[config.mk]
export PLATFORM = sky130hd
export DESIGN_NAME = fetch_queue
export DESIGN_NICKNAME = d
export VERILOG_FILES = /design/src/rtl/fetch_queue.sv
export SDC_FILE = /design/constraint.sdc
export NUM_CORES = 1
export LEC_CHECK = 0
export CAP_MARGIN = 20
export CORE_MARGIN = 8
export CORE_UTILIZATION = 49
export CTS_CLUSTER_DIAMETER = 120
export CTS_CLUSTER_SIZE = 28
export DETAILED_ROUTE_END_ITERATION = 10
export PLACE_DENSITY = 0.77
export SYNTH_ARGS = -nofsm -noshare
export SYNTH_HDL_FRONTEND = slang
export SYNTH_SLANG_ARGS = --single-unit
[constraint.sdc]
create_clock -name clk_i -period 4.55 [get_ports clk_i]
set_input_delay 1.365 -clock clk_i [delete_from_list [all_inputs] [get_ports clk_i]]
set_output_delay 1.365 -clock clk_i [all_outputs]
set_load 0.01 [all_outputs]
[src/rtl/fetch_queue.sv]
// rtl/fetch_queue.sv - IF-to-ID instruction fetch queue with single-cycle flush and NOP bubble.
module fetch_queue #(
    parameter int unsigned DEPTH = 4,
    parameter int unsigned XLEN  = 32,
    parameter logic [31:0] NOP   = 32'h0000_0013
) (
    input  logic                     clk_i,
    input  logic                     reset_i,
    input  logic                     flush_i,
    input  logic                     enq_valid_i,
    output logic                     enq_ready_o,
    input  logic [XLEN-1:0]          enq_pc_i,
    input  logic [31:0]              enq_instr_i,
    output logic                     deq_valid_o,
    input  logic                     deq_ready_i,
    output logic [XLEN-1:0]          deq_pc_o,
    output logic [XLEN-1:0]          deq_pc_plus4_o,
    output logic [31:0]              deq_instr_o,
    output logic [$clog2(DEPTH):0]   count_o
);
    localparam int unsigned AW = $clog2(DEPTH);

    logic [AW:0]      wr_ptr_q, wr_ptr_d;
    logic [AW:0]      rd_ptr_q, rd_ptr_d;
    logic [XLEN-1:0]  pc_mem_q    [DEPTH];
    logic [31:0]      instr_mem_q [DEPTH];

    logic empty, full, enq_fire, deq_fire;

    // Extra MSB on each pointer distinguishes full from empty when the low bits match.
    assign empty    = (wr_ptr_q == rd_ptr_q);
    assign full     = (wr_ptr_q[AW-1:0] == rd_ptr_q[AW-1:0]) && (wr_ptr_q[AW] != rd_ptr_q[AW]);
    assign enq_fire = enq_valid_i && !full;
    assign deq_fire = deq_ready_i && !empty;

    always_comb begin
        wr_ptr_d = wr_ptr_q;
        rd_ptr_d = rd_ptr_q;
        if (flush_i) begin
            wr_ptr_d = '0;
            rd_ptr_d = '0;
        end else begin
            if (enq_fire) wr_ptr_d = wr_ptr_q + 1'b1;
            if (deq_fire) rd_ptr_d = rd_ptr_q + 1'b1;
        end
    end

    always_ff @(posedge clk_i or posedge reset_i) begin
        if (reset_i) begin
            wr_ptr_q <= '0;
            rd_ptr_q <= '0;
        end else begin
            wr_ptr_q <= wr_ptr_d;
            rd_ptr_q <= rd_ptr_d;
        end
    end

    // Storage carries no reset; empty-masking below keeps stale words off the outputs.
    always_ff @(posedge clk_i) begin
        if (enq_fire && !flush_i) begin
            pc_mem_q[wr_ptr_q[AW-1:0]]    <= enq_pc_i;
            instr_mem_q[wr_ptr_q[AW-1:0]] <= enq_instr_i;
        end
    end

    assign enq_ready_o    = !full;
    assign deq_valid_o    = !empty;
    assign deq_pc_o       = empty ? '0  : pc_mem_q[rd_ptr_q[AW-1:0]];
    assign deq_instr_o    = empty ? NOP : instr_mem_q[rd_ptr_q[AW-1:0]];
    assign deq_pc_plus4_o = deq_pc_o + XLEN'(4);
    assign count_o        = wr_ptr_q - rd_ptr_q;
endmodule

==> qor.yml <==
dpl.hpwl_mm: 16.4
cts-root-buf: "clkbuf_16"
yosysTopAreaCellShare_pct: 70.9
grt_use_met2_pct: 29.6
r2r_cells: 6
synth-edff-count: 256
via_per_inst: 5.70
crit_path_max_fanout: 6
die_w_um: 165
fmax_mhz: 225
grt_pass1_vias: 6313
crit_family: "simple AND/OR/NAND/NOR gates"
dr.pass1.iters: 4
die_y_um: 165
grt_pass1_wl_mm: 36.1
grt_start_max_net_pins: 61
fin_skew_ps: 13.3
crit_path_max_incr_delay_ps: 530
hold_ws_ps: 582
drc: 0
peakVddDrop_mv: 0.395
avgSynthCellArea_um2: 19.3
ys_warn_count: 0
maxCapViolations: 0
synth_cell_types: 37
gp_congestion: 0.864
worst_path_max_delay_cell: "dfrtp_4"
cts.sinks: 262
fin_cells: 1034
antenna_found_initial: 3
drt_iter0_drc: 459
dp_slack_ps: 164
min_path_cells: 2
hold_viol: 0
slew_headroom_pct: 60.0
n_antenna_cell: 0
synth_area_leaders: "edfxtp_1, mux4_2, and2_1, xor2_1, dfrtp_1"
synth_ff_type: "edfxtp_1"
p_leak_nw: 4.67
grt_util_met1_pct: 22.3
synth_top_cell_by_area: "edfxtp_1"
pin_count: 170
tightest_slew_ps: 600
wl_per_cell_um: 23.1
drt_wl_total_mm: 23.9
setup_ws_ps: 105
tns_ps: 0
path_clk_slew_ps: 100
cts_made_buffers: 13
placementRows: 54
htree_levels: 1
cp.arrival_ps: 3080
drtAntennaViolNets: 0
areaGrowthSynthToFinish_pct: 25.3
initial_core_util_pct: 49.8
crit_cells: 12
async_flop_share_pct: 2.29
grt.overflow.total: 0
synth-seq-cells: 262
dieArea_um2: 27100
clk_latency_ps: 480
critPathRequiredTime_ps: 3180
drive_gt1_share_pct: 20.3
portBuffers: 169
final-setup-viol-count: 0
grt_use_met3_pct: 4.26
clock_path_buffers: 3
post-route-util_pct: 62.4
fin_nets: 829
synth_commonest_cells: "edfxtp_1, mux4_2, and2_1"
drv_slew: 0
syn-cell-area_um2: 10800
track_usage_pct: 17.4
core-area_um2: 21800
synth_cells: 562
cts_tree: "done"
hold_path.class: "flip-flop to flip-flop"
num-fill-cells: 1544
crit_path_start_kind: "flip-flop"
yosysMostFrequentCell: "edfxtp_1"
synth_nets: 640
hold_buffers: 0
seq_area_frac_synth_pct: 72.3
dp_cells: 1004
status: "completed"
p_per_area_nw_per_um2: 440
crit_type: "flip-flop to primary output"
path_buf_inv: 3
grt-busiest-layer: "met2"
layout_min_cycle_time_ps: 4440
setup.worst_path.end_class: "primary output"
period_share_pct: 97.7
vias: 5898
crit_chain: "ha_1 > nand2_2 > nor2_1 > inv_2 > and2_4 > ha_2 > and4_4 > nand3_4 > buf_12 > nor4_4 > xor2_1 > dlymetal6s2s_1"
area by class of cell:
class                      instances  area, um^2  area share [%]
clock buffer                      16         337            2.48
tap                              280         350            2.58
sequential                       262        7850            57.7
timing repair buffer             199        1990            14.7
multi-input combinational        258        2970            21.9
clock inverter                     2        28.8           0.212
inverter                          17        63.8           0.470
worst reg2reg max path, stage by stage, from the launching register on:
cell and delay [ps]:
dfrtp_4 530, ha_1 340, nand3_1 170, nand2_1 130, nor2_1 260, and2_4 600, buf_4 330
registers in the layout (all words and copies together) (netlist names):
signal	cells
instr_mem_q	128
pc_mem_q	128
rd_ptr_q	3
wr_ptr_q	3
power by group:
part | total (mW) | internal [mW] | switching, mW
registers | 2.75 | 2.72 | 0.0235
logic | 2.01 | 1.03 | 0.977
clock network | 1.23 | 0.544 | 0.687
routing by layer:
layer	vias to the layer above	share of wire (%)
li1	2592	-
met1	3054	41
met2	218	50
met3	28	7.9
met4	6	1.3
met5	-	0.15
kinds of logic after synthesis:
kind of cell,share of synthesized area (%)
fa+ha+maj,1.11
mux,13.4
buf+inv,1.89
compound gates,1.18
xor+xnor,2.67
simple gates,7.48
flops,72.3
worst paths after layout:
check	endpoint	from	slack, ps
setup / recovery	deq_pc_plus4_o[24]	rd_ptr_q[0]$_DFFE_PP0P_	110
hold / removal	rd_ptr_q[2]$_DFFE_PP0P_	rd_ptr_q[2]$_DFFE_PP0P_	580
setup reg to reg	instr_mem_q[2][10]$_DFFE_PP_	rd_ptr_q[0]$_DFFE_PP0P_	1900
hold reg to reg	rd_ptr_q[2]$_DFFE_PP0P_	rd_ptr_q[2]$_DFFE_PP0P_	580
max in group asynchronous	rd_ptr_q[0]$_DFFE_PP0P_	reset_i	3220
min in group asynchronous	wr_ptr_q[2]$_DFFE_PP0P_	reset_i	1100
per-stage QoR:
stage	power (mW)	instance area, um^2
after floorplan	3.80	10900
after global placement	4.76	13000
after detailed placement	4.78	13000
after CTS	6.03	13500
after global routing	6.23	13600
final	5.98	13600
layout by cell type, fill, tap and decap left out, types with 3 or more instances in the layout:
cell type | synthesis | layout
and2_1 | 54 | 49
and2_4 | 0 | 5
buf_12 | 0 | 6
buf_4 | 4 | 23
clkbuf_1 | 9 | 3
clkbuf_16 | 0 | 13
clkdlybuf4s50_1 | 0 | 151
dfrtp_1 | 6 | 4
dlygate4sd2_1 | 0 | 8
dlymetal6s2s_1 | 0 | 7
edfxtp_1 | 256 | 256
ha_1 | 8 | 7
inv_1 | 17 | 15
mux4_2 | 64 | 64
nand2_1 | 23 | 21
nand3_1 | 9 | 9
nand4_1 | 5 | 5
nor2_1 | 12 | 12
nor3_2 | 0 | 3
nor4_2 | 5 | 3
nor4_4 | 0 | 6
o211a_1 | 5 | 3
o21a_1 | 4 | 4
o21ai_1 | 2 | 3
or2_2 | 3 | 3
xnor2_1 | 11 | 11
xor2_1 | 22 | 22
what timing repair did:
action | in CTS | in global routing
pin swaps | 1 | 3
setup buffers | 6 | 6
gates resized for setup | 27 | 28
endpoints found under the setup margin | 25 | 18
Power figures use the tool's default switching activity.
